==> src/rtl/ahb_burst_master.sv <==
// AHB-Lite burst master: turns one command (single or INCR burst) into AHB
// address/data phases, with wait-state stalls, ERROR abort and 1KB splitting.
module ahb_burst_master #(
    parameter int unsigned ADDR_W = 32,
    parameter int unsigned DATA_W = 32,
    parameter int unsigned SEL_W  = 2,
    parameter int unsigned LEN_W  = 4,
    parameter logic [3:0]  HPROT  = 4'b0011
) (
    input  logic              hclk,
    input  logic              hresetn,
    input  logic              cmd_valid,
    output logic              cmd_ready,
    input  logic              cmd_wr,
    input  logic [ADDR_W-1:0] cmd_addr,
    input  logic [LEN_W-1:0]  cmd_len,
    input  logic [2:0]        cmd_size,
    input  logic [SEL_W-1:0]  cmd_sel,
    input  logic              cmd_lock,
    input  logic [DATA_W-1:0] wr_data,
    output logic              wr_pop,
    output logic [DATA_W-1:0] rd_data,
    output logic              rd_valid,
    output logic              done,
    output logic              err,
    output logic [SEL_W-1:0]  sel,
    output logic [ADDR_W-1:0] haddr,
    output logic              hwrite,
    output logic [2:0]        hsize,
    output logic [2:0]        hburst,
    output logic [3:0]        hprot,
    output logic [1:0]        htrans,
    output logic              hmastlock,
    output logic [DATA_W-1:0] hwdata,
    output logic              hready,
    input  logic              hreadyout,
    input  logic              hresp,
    input  logic [DATA_W-1:0] hrdata
);
    localparam int unsigned MAX_SIZE = $clog2(DATA_W / 8);
    localparam int unsigned OFF_W    = LEN_W + 12;

    localparam logic [1:0] HT_IDLE   = 2'b00;
    localparam logic [1:0] HT_NONSEQ = 2'b10;
    localparam logic [1:0] HT_SEQ    = 2'b11;

    localparam logic [2:0] HB_SINGLE = 3'b000;
    localparam logic [2:0] HB_INCR   = 3'b001;
    localparam logic [2:0] HB_INCR4  = 3'b011;
    localparam logic [2:0] HB_INCR8  = 3'b101;
    localparam logic [2:0] HB_INCR16 = 3'b111;

    typedef enum logic [2:0] {S_IDLE, S_ADDR, S_BURST, S_LAST, S_ERR} state_e;

    state_e state_q, state_d;

    logic              cmd_ready_q, cmd_ready_d;
    logic [ADDR_W-1:0] haddr_q, haddr_d;
    logic              hwrite_q, hwrite_d;
    logic [2:0]        hsize_q, hsize_d;
    logic [2:0]        hburst_q, hburst_d;
    logic [3:0]        hprot_q, hprot_d;
    logic [1:0]        htrans_q, htrans_d;
    logic              hmastlock_q, hmastlock_d;
    logic [DATA_W-1:0] hwdata_q, hwdata_d;
    logic [SEL_W-1:0]  sel_q, sel_d;
    logic [DATA_W-1:0] rd_data_q, rd_data_d;
    logic              rd_valid_q, rd_valid_d;
    logic              done_q, done_d;
    logic              err_q, err_d;
    logic [LEN_W-1:0]  addr_left_q, addr_left_d;

    logic              accept_c;
    logic              in_addr_c;
    logic              in_data_c;
    logic              addr_done_c;
    logic              data_ok_c;
    logic              err_start_c;
    logic              wr_pop_c;
    logic [2:0]        size_c;
    logic [OFF_W-1:0]  bytes_c;
    logic [OFF_W-1:0]  end_c;
    logic              cross_c;
    logic [2:0]        burst_c;
    logic [ADDR_W-1:0] addr_nxt_c;

    assign accept_c    = cmd_valid & cmd_ready_q;
    assign in_addr_c   = (state_q == S_ADDR) || (state_q == S_BURST);
    assign in_data_c   = (state_q == S_BURST) || (state_q == S_LAST);
    assign addr_done_c = in_addr_c & hreadyout;
    assign data_ok_c   = in_data_c & hreadyout & ~hresp;
    assign err_start_c = in_data_c & ~hreadyout & hresp;
    assign wr_pop_c    = (htrans_q != HT_IDLE) & hwrite_q & hreadyout;
    assign addr_nxt_c  = haddr_q + (ADDR_W'(1) << hsize_q);

    // Command decode: clamped size, 1KB crossing test and burst encoding
    always_comb begin
        size_c  = (cmd_size > 3'(MAX_SIZE)) ? 3'(MAX_SIZE) : cmd_size;
        bytes_c = (OFF_W'(cmd_len) + OFF_W'(1)) << size_c;
        end_c   = OFF_W'(cmd_addr[9:0]) + bytes_c;
        cross_c = end_c > OFF_W'(1024);
        burst_c = HB_INCR;
        if (cross_c)                     burst_c = HB_INCR;
        else if (32'(cmd_len) == 32'd0)  burst_c = HB_SINGLE;
        else if (32'(cmd_len) == 32'd3)  burst_c = HB_INCR4;
        else if (32'(cmd_len) == 32'd7)  burst_c = HB_INCR8;
        else if (32'(cmd_len) == 32'd15) burst_c = HB_INCR16;
    end

    always_ff @(posedge hclk or negedge hresetn) begin
        if (!hresetn) state_q <= S_IDLE;
        else          state_q <= state_d;
    end

    always_comb begin
        state_d = state_q;
        unique case (state_q)
            S_IDLE:  if (accept_c) state_d = S_ADDR;
            S_ADDR:  if (hreadyout) state_d = (addr_left_q != '0) ? S_BURST : S_LAST;
            S_BURST: begin
                if (err_start_c)    state_d = S_ERR;
                else if (hreadyout) state_d = (addr_left_q != '0) ? S_BURST : S_LAST;
            end
            S_LAST: begin
                if (err_start_c)    state_d = S_ERR;
                else if (hreadyout) state_d = S_IDLE;
            end
            S_ERR:   if (hreadyout) state_d = S_IDLE;
            default: state_d = S_IDLE;
        endcase
    end

    // Output/datapath next values; everything holds unless a phase advances
    always_comb begin
        cmd_ready_d = (state_d == S_IDLE);
        haddr_d     = haddr_q;
        hwrite_d    = hwrite_q;
        hsize_d     = hsize_q;
        hburst_d    = hburst_q;
        hprot_d     = hprot_q;
        htrans_d    = htrans_q;
        hmastlock_d = hmastlock_q;
        hwdata_d    = hwdata_q;
        sel_d       = sel_q;
        rd_data_d   = rd_data_q;
        rd_valid_d  = 1'b0;
        done_d      = 1'b0;
        err_d       = 1'b0;
        addr_left_d = addr_left_q;

        if (state_q == S_IDLE && accept_c) begin
            haddr_d     = cmd_addr;
            htrans_d    = HT_NONSEQ;
            hwrite_d    = cmd_wr;
            hsize_d     = size_c;
            hburst_d    = burst_c;
            hprot_d     = HPROT;
            hmastlock_d = cmd_lock;
            sel_d       = cmd_sel;
            addr_left_d = cmd_len;
        end

        if (err_start_c) begin
            htrans_d = HT_IDLE;
        end else if (addr_done_c) begin
            if (addr_left_q != '0) begin
                haddr_d     = addr_nxt_c;
                htrans_d    = (addr_nxt_c[9:0] == 10'd0) ? HT_NONSEQ : HT_SEQ;
                addr_left_d = addr_left_q - LEN_W'(1);
            end else begin
                htrans_d = HT_IDLE;
            end
        end

        if (wr_pop_c) hwdata_d = wr_data;

        if (data_ok_c && !hwrite_q) begin
            rd_valid_d = 1'b1;
            rd_data_d  = hrdata;
        end

        if ((state_q == S_LAST || state_q == S_ERR) && hreadyout) begin
            done_d      = 1'b1;
            err_d       = (state_q == S_ERR);
            htrans_d    = HT_IDLE;
            hmastlock_d = 1'b0;
            hprot_d     = 4'd0;
        end
    end

    always_ff @(posedge hclk or negedge hresetn) begin
        if (!hresetn) begin
            cmd_ready_q <= 1'b0;
            haddr_q     <= '0;
            hwrite_q    <= 1'b0;
            hsize_q     <= 3'd0;
            hburst_q    <= 3'd0;
            hprot_q     <= 4'd0;
            htrans_q    <= HT_IDLE;
            hmastlock_q <= 1'b0;
            hwdata_q    <= '0;
            sel_q       <= '0;
            rd_data_q   <= '0;
            rd_valid_q  <= 1'b0;
            done_q      <= 1'b0;
            err_q       <= 1'b0;
            addr_left_q <= '0;
        end else begin
            cmd_ready_q <= cmd_ready_d;
            haddr_q     <= haddr_d;
            hwrite_q    <= hwrite_d;
            hsize_q     <= hsize_d;
            hburst_q    <= hburst_d;
            hprot_q     <= hprot_d;
            htrans_q    <= htrans_d;
            hmastlock_q <= hmastlock_d;
            hwdata_q    <= hwdata_d;
            sel_q       <= sel_d;
            rd_data_q   <= rd_data_d;
            rd_valid_q  <= rd_valid_d;
            done_q      <= done_d;
            err_q       <= err_d;
            addr_left_q <= addr_left_d;
        end
    end

    assign cmd_ready = cmd_ready_q;
    assign haddr     = haddr_q;
    assign hwrite    = hwrite_q;
    assign hsize     = hsize_q;
    assign hburst    = hburst_q;
    assign hprot     = hprot_q;
    assign htrans    = htrans_q;
    assign hmastlock = hmastlock_q;
    assign hwdata    = hwdata_q;
    assign sel       = sel_q;
    assign rd_data   = rd_data_q;
    assign rd_valid  = rd_valid_q;
    assign done      = done_q;
    assign err       = err_q;
    assign wr_pop    = wr_pop_c;
    assign hready    = hreadyout;

endmodule

==> config.mk <==
export PLATFORM = sky130hd
export DESIGN_NAME = ahb_burst_master
export DESIGN_NICKNAME = d
export VERILOG_FILES = /design/src/rtl/ahb_burst_master.sv
export SDC_FILE = /design/constraint.sdc
export NUM_CORES = 1
export LEC_CHECK = 0
export ABC_AREA = 1
export CAP_MARGIN = 20
export CORE_MARGIN = 1
export CORE_UTILIZATION = 49
export CTS_CLUSTER_DIAMETER = 40
export DETAILED_ROUTE_END_ITERATION = 10
export PLACE_DENSITY = 0.85
export SETUP_SLACK_MARGIN = 0.1
export SYNTH_ARGS = -nofsm -noshare
export SYNTH_HDL_FRONTEND = slang
export SYNTH_SLANG_ARGS = --single-unit
==> constraint.sdc <==
create_clock -name hclk -period 5.9 [get_ports hclk]
set_input_delay 0.885 -clock hclk [delete_from_list [all_inputs] [get_ports hclk]]
set_output_delay 0.885 -clock hclk [all_outputs]
set_load 0.005 [all_outputs]
==> run metrics, run 1 <==
Final Critical Period=3.64 ns; reg-to-reg endpoint=htrans[0]; # IOs=230; share of cells above drive strength 1=0.0465; grt peak-use layer=met2; actual slew at the worst max-slew pin=0.940 ns; adder-cell share of the synthesized area=0.0441; clock latency on the worst-skew pair=0.41 ns; met1 usage=0.367; post-route ant nets=0; synthesized instance count=948; Synth area leaders=dfrtp_1, nand2_1, ha_1; area share of the largest cell type after synthesis=0.437; Layout Utilization=0.728; Die Area=14500 um2; WHS=0.468 ns; CP startpoint=cmd_size[1]; HP Start=rd_data[11]; core footprint=13500 um2; Clock H-tree levels=4; CTS Buffer Depth=2; Final nets=1308; critical path launch point type=input pin; CP required=6.20 ns; fmax=275 MHz; Worst-path clk slew=0.05 ns; post-synthesis mux area share=0; Slew Limit Fails=0; synth unique cells=44; total of max-cap violations=0; Lkg Pwr=4.81 nW; top_reg_cell synth=dfrtp_1; largest net degree at the start of global routing=73; Rel. slew slack=0.373; Power Density=474 nW/um2; met3 GRT Util=0.0547; Synth Area in Compound Gates=0.0718; drt first pass iters=5; Initial Util=0.511; Chip Height=120 um; Post-synth ARST share=1.00; root buf cell=clkbuf_16; DR WL/cell=14.9 um; routability cong.=0.865; pre-CTS WS=1.93 ns; first-pass GRT wire length=32100 um; Hold WC Path Type=flop to flop; hold path cells=2; Synth Area in Simple Gates=0.346; main combinational cell family by area after synthesis=simple AND/OR/NAND/NOR gates; post-CTS setup buffers=0; unrepaired setup endpoints after global routing=false; Die Span X=120 um; detailed-route via count=6856; Crit Path Class=input pin to flop; M2 GR Usage=0.473; row cnt=42; synthesis-to-finish area growth=42.5%; worst reg2reg setup slack=3.34 ns; Inserted Diodes=0; Worst Skew=0.00690 ns; Worst Setup End Kind=flop; Sink Count=120; initial antenna violation count=0; syn_area_per_cell=7.25 um2; crit path max fanout=7; Final setup viols=0; hold_buf cts=0; Final HPWL DP=14900 um; GRT Util Overall=0.283; First DRT Iteration DRCs=484; vias per inst=5.04; Remaining Overflow, GRT=0; post-synthesis xor/xnor area fraction=0.0319; CTS tree=yes; # fillers=1052; highest ir drop seen on vdd=0.283 mV; Yosys warning total=0; largest area contributor in the netlist=dfrtp_1; hold path endpoint=rd_data[11]; r2r worst-path depth=15; Final Hold Viols=0; WL final=20200 um; Seq cells post-synth=120; RR Startpoint=hsize[0]; number of flops mapped to enable cells by yosys=0; final period utilization=0.616; vias in the first global route=6421; Num CTS Buffers=17; Final WS setup=2.26 ns; Arrival @ worst endpoint=3.93 ns; outcome=finished clean; cts repair resizes=0; Cell Area, Synth=6870 um2; # DRC=0; sequential area share after synthesis=0.437; # port buffers=227; Final TNS setup=0 ns
## state kept, by name, summed over array words and instances (netlist names), 2 cells and up
name	count
haddr	32
hburst	3
htrans	2
hwdata	32
state_q	3
addr_left_q	4
sel	2
rd_data	32
hsize	3
## cells in the final DEF, fill, tap and decap left out, types with 11 or more instances in the layout
master and n:
nor3_1 23, xor2_1 19, ha_1 21, clkdlybuf4s50_1 226
nand2_1 445, nand4_1 11, a21oi_1 20, dfrtp_1 120
nand3_1 32, o21ai_0 38, clkbuf_16 17, nor2_1 58
inv_1 70
## layer usage
| layer | vias to the layer above | part of all wire |
|---|---|---|
| li1 | 3445 | - |
| met1 | 3139 | 0.43 |
| met2 | 246 | 0.49 |
| met3 | 26 | 0.064 |
| met4 | 0 | 0.019 |
| met5 | - | 0 |
## worst max-delay path by stage
stage	end	slack (ns)
finish	hburst[0]	2.26
detailed placement	hburst[0]	1.93
floorplan	hburst[0]	2.77
global route	hburst[0]	1.97
global placement	hburst[0]	2.01
CTS	hburst[0]	2.27
## worst max-delay path, stage by stage
cell             delay, ns
clkdlybuf4s50_1       0.39
nor2_1                0.27
inv_1                 0.17
nor2_1                0.19
inv_1                 0.11
o21ai_0               0.31
o21ai_0               0.16
ha_1                  0.34
nand2_1               0.08
nand2_1               0.08
a21oi_1               0.18
nand2_1               0.07
nand2_1               0.05
nand2_1               0.05
nor2_1                0.08
nand2_1               0.05
o21bai_1              0.25
nand2_1               0.09
nand2_1               0.07
nand2_1               0.04
## cell type report
type                       count  area [um2]  share of cell area
clock buffer                  21         460              0.0470
clock inverter                 9        77.6             0.00793
inverter                      76         285              0.0291
multi-input combinational    724        3410               0.349
sequential                   120        3000               0.307
tap                          176         220              0.0225
timing repair buffer         234        2330               0.238
## stage by stage
stage,instances,power (W),instance area (um2)
2_1_floorplan,952,0.00260,6880
3_3_place_gp,1329,0.00362,9240
3_5_place_dp,1329,0.00368,9240
4_1_cts,1359,0.00466,9770
5_1_grt,1360,0.00498,9790
6_report,1360,0.00464,9790
## synth_stat cells (2+ instances only)
cell      count
a21oi_1      20
a31oi_1       8
buf_2        15
buf_4         4
buf_6         4
clkbuf_1      9
dfrtp_1     120
fa_1          2
ha_1         21
inv_1        70
inv_2         5
nand2_1     445
nand3_1      32
nand4_1      11
nor2_1       58
nor3_1       23
o211ai_1      5
o21ai_0      38
o21ai_1       6
o22ai_1       2
or2_2         4
xnor2_1       6
xor2_1       19
## where the power goes
group / total (W) / internal [W] / switching [W]
Sequential: 0.00151 / 0.00120 / 0.000308
Combinational: 0.00218 / 0.00111 / 0.00106
Clock: 0.000951 / 0.000591 / 0.000359
## kinds of logic (layout without fill, tap and decap cells)
kind of cell,after synthesis,in the layout
flops,120,120
other cells,1,5
compound gates,86,86
fa+ha+maj,23,23
xor+xnor,25,25
simple gates,585,585
buf+inv,108,340
Note: power is estimated with default switching activity, not from simulation.
==> run 2: changes to the inputs <==
--- a/config.mk
+++ b/config.mk
@@ -8,10 +8,10 @@
 export ABC_AREA = 1
 export CAP_MARGIN = 20
 export CORE_MARGIN = 1
-export CORE_UTILIZATION = 49
+export CORE_UTILIZATION = 42
 export CTS_CLUSTER_DIAMETER = 40
 export DETAILED_ROUTE_END_ITERATION = 10
-export PLACE_DENSITY = 0.85
+export PLACE_DENSITY = 0.77
 export SETUP_SLACK_MARGIN = 0.1
 export SYNTH_ARGS = -nofsm -noshare
 export SYNTH_HDL_FRONTEND = slang
==> constraint.sdc (replaced) <==
create_clock -name hclk -period 3.1 [get_ports hclk]
set_input_delay 0.465 -clock hclk [delete_from_list [all_inputs] [get_ports hclk]]
set_output_delay 0.465 -clock hclk [all_outputs]
set_load 0.005 [all_outputs]
==> run metrics, run 2 (same netlist as run 1, synthesis figures left out) <==
WHS=0.0752 ns (-0.393 ns); # IOs=230 (unchanged); Num CTS Buffers=17 (unchanged); Die Span X=130 um (+7.9%); detailed-route via count=6976 (+1.8%); total of max-cap violations=0 (unchanged); outcome=finished clean; initial antenna violation count=0 (unchanged); Final Hold Viols=0 (unchanged); final instance area=10200 um2 (+4.6%); DR WL/cell=14.7 um (-1.4%); synthesis-to-finish area growth=49.1%; critical path launch point type=input pin; WL final=20900 um (+3.3%); final std cells w/o fill=1425 (+4.8%); largest net degree at the start of global routing=60 (-18%); vias per inst=4.90 (-2.9%); Layout Utilization=0.642 (-0.0854); Remaining Overflow, GRT=0 (unchanged); row cnt=46 (+9.5%); most common cell after layout, fill and taps aside=nand2_1; clock latency on the worst-skew pair=0.41 ns (about the same); RR Startpoint=hsize[0]; Initial Util=0.431 (-0.0797); fmax=351 MHz; Final Critical Period=2.85 ns; Lkg Pwr=5.00 nW (+3.9%); final period utilization=0.919; r2r worst-path depth=15 (unchanged); Slew Limit Fails=0 (unchanged); share of cells above drive strength 1=0.0877 (+0.0412); reg-to-reg endpoint=htrans[0]; Final setup viols=0 (unchanged); highest ir drop seen on vdd=0.430 mV (+52%); crit path max fanout=4 (-3); hold_buf cts=0 (unchanged); actual slew at the worst max-slew pin=0.640 ns (-0.300 ns); Cell Area, Placed=9490 um2 (+2.7%); Worst Skew=0.00847 ns (+0.00157 ns); Sink Count=120 (unchanged); vias in the first global route=6684 (+4.1%); CTS tree=yes; Arrival @ worst endpoint=3.14 ns (-0.79 ns); Worst Setup End Kind=flop; Power Density=902 nW/um2 (+90%); Clock H-tree levels=4 (unchanged); Worst-path clk slew=0.06 ns (about the same); Die Area=16900 um2 (+16%); GRT Util Overall=0.253 (-0.0297); # port buffers=227 (unchanged); Inserted Diodes=0 (unchanged); Final Power=0.00924 W (+99%); routability cong.=0.905 (+4.6%); drt first pass iters=5 (unchanged); most frequent cells in the layout=nand2_1, clkdlybuf4s50_1, dfrtp_1; Hold WC Path Type=input pin to async pin; # DRC=0 (unchanged); Crit Path Class=input pin to flop; Final nets=1333 (+1.9%); Chip Height=130 um (+7.9%); first-pass GRT wire length=32900 um (+2.7%); First DRT Iteration DRCs=483 (-0.21%); core footprint=15900 um2 (+19%); # fillers=1414 (+34%); CP required=3.39 ns (-2.81 ns); dpl cells=1394 (+4.9%); worst reg2reg setup slack=0.63 ns (-2.71 ns); Rel. slew slack=0.574 (+0.200); post-route ant nets=0 (unchanged); unrepaired setup endpoints after global routing=false; CTS Buffer Depth=2 (unchanged); Final HPWL DP=15400 um (+3.1%); root buf cell=clkbuf_16
-- run 2: cell types whose count changed in the layout (fill, tap and decap cells not counted), moves of 3 or more --
cell and delta:
nor2_1 -4, nand3_2 +4, clkinv_2 -4, o21ai_0 -4
nor2_2 +4, bufinv_16 +4, ha_1 -3, nand2_1 -7
o21ai_1 +3, buf_4 +24, nand3_1 -4, nand2_2 +6
-- run 2: layout make-up --
| cell class | instances | area [um2] | area share |
|---|---|---|---|
| sequential | 120 | 3000 | 0.293 |
| timing repair buffer | 259 | 2530 | 0.247 |
| clock inverter | 12 | 203 | 0.0198 |
| inverter | 76 | 285 | 0.0279 |
| multi-input combinational | 724 | 3520 | 0.344 |
| tap | 216 | 270 | 0.0264 |
| clock buffer | 18 | 429 | 0.0419 |
-- run 2: worst max-delay path by stage --
stage,from,to,cells after the start
6_report,cmd_size[0],hburst[0],16
5_1_grt,cmd_len[1],hburst[0],21
4_1_cts,cmd_len[1],hburst[0],17
3_5_place_dp,cmd_len[1],hburst[0],17
3_3_place_gp,cmd_len[0],hburst[0],21
2_1_floorplan,cmd_size[1],hburst[0],16
-- run 2: repair_timing --
item	CTS	global route
setup buffers	0	1
setup endpoints to repair	0	3
resized for setup	0	35
-- run 2: layer usage --
| layer | track usage | part of all wire | up-vias |
|---|---|---|---|
| met5 | 0 | 0 | - |
| met4 | 0.0793 | 0.017 | 0 |
| met3 | 0.0619 | 0.071 | 29 |
| met2 | 0.440 | 0.50 | 235 |
| met1 | 0.308 | 0.41 | 3228 |
| li1 | - | - | 3484 |
-- run 2: power by group --
part	leakage [nW]	internal [W]	switching [W]	total [W]
clock	0.294	0.00142	0.000710	0.00213
sequential	1.50	0.00229	0.000595	0.00289
combinational	3.20	0.00216	0.00206	0.00423
total	5.00	0.00587	0.00337	0.00924
-- run 2: critical path, stage by stage --
cell and delay (ns):
clkdlybuf4s50_1 0.52, inv_1 0.13, o21ai_0 0.34, a21oi_4 0.07, fa_1 0.46, or2_2 0.28
nor2_1 0.13, nand2_1 0.06, nor2_1 0.08, nand2_1 0.06, nor2_1 0.09, nand2_1 0.07
o21bai_2 0.20, nand2_1 0.08, nand2_1 0.06, nand2_1 0.06
-- run 2: per-stage QoR --
stage                     TNS (ns)  setup slack, ns
after CTS                        0            0.128
final                            0            0.251
after floorplan                  0            0.390
after detailed placement    -0.707           -0.282
after global routing             0           0.0786
after global placement      -0.450           -0.206
==> run 3: changes to the inputs <==
--- a/config.mk
+++ b/config.mk
@@ -8,11 +8,11 @@
 export ABC_AREA = 1
 export CAP_MARGIN = 20
 export CORE_MARGIN = 1
-export CORE_UTILIZATION = 42
+export CORE_UTILIZATION = 49
 export CTS_CLUSTER_DIAMETER = 40
 export DETAILED_ROUTE_END_ITERATION = 10
-export PLACE_DENSITY = 0.77
-export SETUP_SLACK_MARGIN = 0.1
+export DONT_BUFFER_PORTS = 1
+export SETUP_SLACK_MARGIN = 0.05
 export SYNTH_ARGS = -nofsm -noshare
 export SYNTH_HDL_FRONTEND = slang
 export SYNTH_SLANG_ARGS = --single-unit
==> constraint.sdc (replaced) <==
create_clock -name hclk -period 2.9 [get_ports hclk]
set_input_delay 0.435 -clock hclk [delete_from_list [all_inputs] [get_ports hclk]]
set_output_delay 0.435 -clock hclk [all_outputs]
set_load 0.005 [all_outputs]
==> run metrics, run 3 (same netlist as run 1, synthesis figures left out) <==
Final setup viols=0 (unchanged); # IOs=230 (unchanged); GRT Util Overall=0.259 (+0.00564); Worst Skew=0.00991 ns (+0.00145 ns); Die Area=14500 um2 (-14%); Register Area=3000 um2 (unchanged); actual slew at the worst max-slew pin=0.567 ns (-0.0730 ns); drt first pass iters=5 (unchanged); WL final=18300 um (-13%); Power Density=1080 nW/um2 (+20%); synthesis-to-finish area growth=11.1%; routability cong.=0.920 (+1.6%); CP required=3.20 ns (-0.19 ns); # port buffers=0 (-100%); # fillers=1290 (-8.8%); Rel. slew slack=0.622 (+0.0483); clock latency on the worst-skew pair=0.42 ns (about the same); final instance area=7630 um2 (-25%); Slowest-stage cell, CP=ha_1; CP Cell Sequence=nor2_1 > inv_1 > nor2_1 > inv_1 > o21ai_0 > o21ai_0 > ha_1 > nand2_1 > inv_1 > nand2_1 > nand2_1 > nand2_1 > nand3_1 > nand2_1 > nand3_1 > o21bai_1 > nand2_1 > nand2_1 > nand2_1; largest net degree at the start of global routing=121 (+100%); Remaining Overflow, GRT=0 (unchanged); post-route ant nets=0 (unchanged); Final Power=0.00826 W (-11%); unrepaired setup endpoints after global routing=false; Worst Setup End Kind=flop; Die Span X=120 um (-7.3%); Lkg Pwr=4.01 nW (-20%); initial antenna violation count=0 (unchanged); row cnt=42 (-8.7%); detailed-route via count=6068 (-13%); Final WS setup=0.369 ns (+0.118 ns); post-CTS setup buffers=0 (unchanged); Num CTS Buffers=17 (unchanged); Final HPWL DP=13600 um (-12%); First DRT Iteration DRCs=417 (-14%); Inserted Diodes=0 (unchanged); highest ir drop seen on vdd=0.487 mV (+13%); Final Hold Viols=120 (+120); final period utilization=0.873; Sink Count=120 (unchanged); Cell Area, Placed=7000 um2 (-26%); CTS tree=yes; most common cell after layout, fill and taps aside=nand2_1; Final nets=1084 (-19%); core footprint=13500 um2 (-16%); Critical Path Max Stage Delay=0.33 ns (-0.19 ns); WHS=-0.283 ns (-0.358 ns); # DRC=0 (unchanged); Final Critical Period=2.53 ns; Initial Util=0.511 (+0.0797); Critical Path Most Common Cell=nand2_1; Clock H-tree levels=4 (unchanged); DR WL/cell=16.0 um (+9.3%); root buf cell=clkbuf_16; Worst-path clk slew=0.05 ns (about the same); critical path launch point type=input pin; worst reg2reg setup slack=0.43 ns (-0.20 ns); Slew Limit Fails=0 (unchanged); pre-CTS WS=-0.0261 ns (+0.256 ns); multi-input combinational cell area=3420 um2 (-2.9%); total of max-cap violations=0 (unchanged); failing checks=hold timing; most frequent cells in the layout=nand2_1, dfrtp_1, inv_1; Chip Height=120 um (-7.3%); Arrival @ worst endpoint=2.83 ns (-0.31 ns); crit path max fanout=7 (+3); CTS Buffer Depth=2 (unchanged); fmax=395 MHz; vias in the first global route=5870 (-12%); Hold WC Path Type=input pin to async pin; share of cells above drive strength 1=0.0644 (-0.0232); first-pass GRT wire length=29300 um (-11%); outcome=complete, but fails checks; vias per inst=5.33 (+8.9%); Crit Path Class=input pin to flop
-- run 3: area by class of cell --
| type | count | area share |
|---|---|---|
| well taps | 176 | 0.0288 |
| clock inverters | 14 | 0.0256 |
| inverters | 76 | 0.0374 |
| repair buffers | 10 | 0.00983 |
| clock buffers | 18 | 0.0575 |
| flip-flops and latches | 120 | 0.393 |
| multi-input cells | 724 | 0.448 |
-- run 3: worst paths after layout --
kind / start / endpoint / cells after the start
max: cmd_size[1] / hburst[0] / 19
min: hresetn / rd_valid / 0
max reg2reg: hsize[1] / htrans[0] / 13
min reg2reg: rd_data[11] / rd_data[11] / 2
max in group asynchronous: hresetn / haddr[7] / 0
min in group hclk: wr_data[2] / hwdata[2] / 2
-- run 3: power breakdown --
group          internal, W  switching, W  total (W)
sequential         0.00245      0.000869    0.00332
combinational     0.000992       0.00169    0.00268
clock              0.00147      0.000788    0.00225
-- run 3: metrics by stage --
step	TNS, ns	util	std cells
floorplan	0	-	952
detailed placement	-0.0261	0.520	1106
CTS	0	0.567	1138
global placement	0	0.520	1106
global route	0	0.568	1138
finish	0	0.568	1138
-- run 3: timing repair --
item,CTS,global route
gates resized for setup,0,1
setup endpoints to repair,0,1
hold endpoints to repair,120,120
-- run 3: worst max-delay path: cells and delay by family --
kind,cells,cell delay [ns]
buffers and inverters,3,0.30
adder cells (fa/ha/maj),1,0.33
AND/OR/NAND/NOR,12,1.10
AO/OA/AOI/OAI,3,0.64
-- run 3: metal layers --
layer / global-route usage / vias up / part of all wire
met2: 0.429 / 223 / 0.47
li1: - / 2986 / -
met4: 0.0687 / 0 / 0.012
met1: 0.326 / 2835 / 0.43
met3: 0.0807 / 24 / 0.086
met5: 0 / - / 0
==> RTL edit: new RTL, flow settings as in run 1 <==
The parameter `SEL_W` goes from 2 to 4.
--- a/src/rtl/ahb_burst_master.sv
+++ b/src/rtl/ahb_burst_master.sv
@@ -3,7 +3,7 @@
 module ahb_burst_master #(
     parameter int unsigned ADDR_W = 32,
     parameter int unsigned DATA_W = 32,
-    parameter int unsigned SEL_W  = 2,
+    parameter int unsigned SEL_W  = 4,
     parameter int unsigned LEN_W  = 4,
     parameter logic [3:0]  HPROT  = 4'b0011
 ) (
Interface: changed (resized cmd_sel and sel); port bits go from 230 to 234. No check against the original RTL was run, so the function may have changed too.
==> RTL edit against run 1 <==
Area after synthesis up 1.2%. Hold slack gained 0.00068 ns. Sequential cell count increased by 2. Total power rose by 2.3%. Critical path depth is 15 lower. Maximum frequency fell by 13%. Wire length is 0.87% higher. Worst setup slack lost 0.56 ns. Design area increased by 1.3%.
==> RTL edit: results <==
[outcome]
status = "complete, no violations"

[power_and_ir_drop]
p_int_mw = 2.97
p_sw_mw = 1.78
ir_drop_uv = 224

[synthesis]
synth_cell_types = 37
synth_compound_area_frac = 0.0702
ys_seq_area_frac = 0.439
synth_fa_ha_area_frac = 0.0435
ys_seq_elements = 122
avgSynthCellArea_um2 = 7.22

[finish]
layout.nonclk_buf_frac = 0.236
seqCellArea_um2 = 3050
nMultiInputCombCells = 730
final-clk-cell-share = 0.0575
multi_input_area_share = 0.345
fin_nets = 1325

[hold_path]
min-delay-start = "rd_data[27]$_DFFE_PN0P_"
hold_path_end = "rd_data[27]$_DFFE_PN0P_"

[placement]
place_hpwl_um = 15000
place_area_um2 = 9350
portBuffers = 231
gp_congestion = 0.915

[grt]
grt_pass1_wl_um = 32000
grt_usage = 0.283
grt_max_degree = 80
first_global_vias = 6627

[detailed_routing]
viasPerCell = 5.05
drtPass1Iterations = 6
drt_iter0_drc = 537

[setup_path]
crit_fanout = 33
arrival_ns = 3.32

[floorplan]
design.core.area_um2 = 13900
-- RTL edit: changes by cell type after synthesis, moves of 5 or more --
cell | before | now
nand4_1 | 11 | 6
nor2_1 | 58 | 50
nand2_1 | 445 | 451
clkbuf_1 | 9 | 14
buf_2 | 15 | 9
o21ai_1 | 6 | 11
inv_1 | 70 | 76
-- RTL edit: how the worst max path moves through the flow --
stage	start	end	slack, ns	cells past startpoint
detailed placement	hreadyout	wr_pop	1.80	5
global placement	hreadyout	wr_pop	1.84	5
global route	hreadyout	wr_pop	1.55	5
finish	hreadyout	wr_pop	1.70	5
floorplan	cmd_size[1]	hburst[0]$_DFFE_PN0P_	2.78	16
CTS	hreadyout	wr_pop	1.74	5
-- RTL edit: critical path: stages --
cell,delay (ns)
clkdlybuf4s50_1,0.69
o211ai_1,0.16
buf_4,0.27
inv_1,0.66
clkdlybuf4s50_1,0.65
-- RTL edit: metal layers --
metal	part of all wire	routed length (um)
met4	0.034	688
met1	0.41	8410
met2	0.49	10100
met5	0	0
met3	0.060	1230
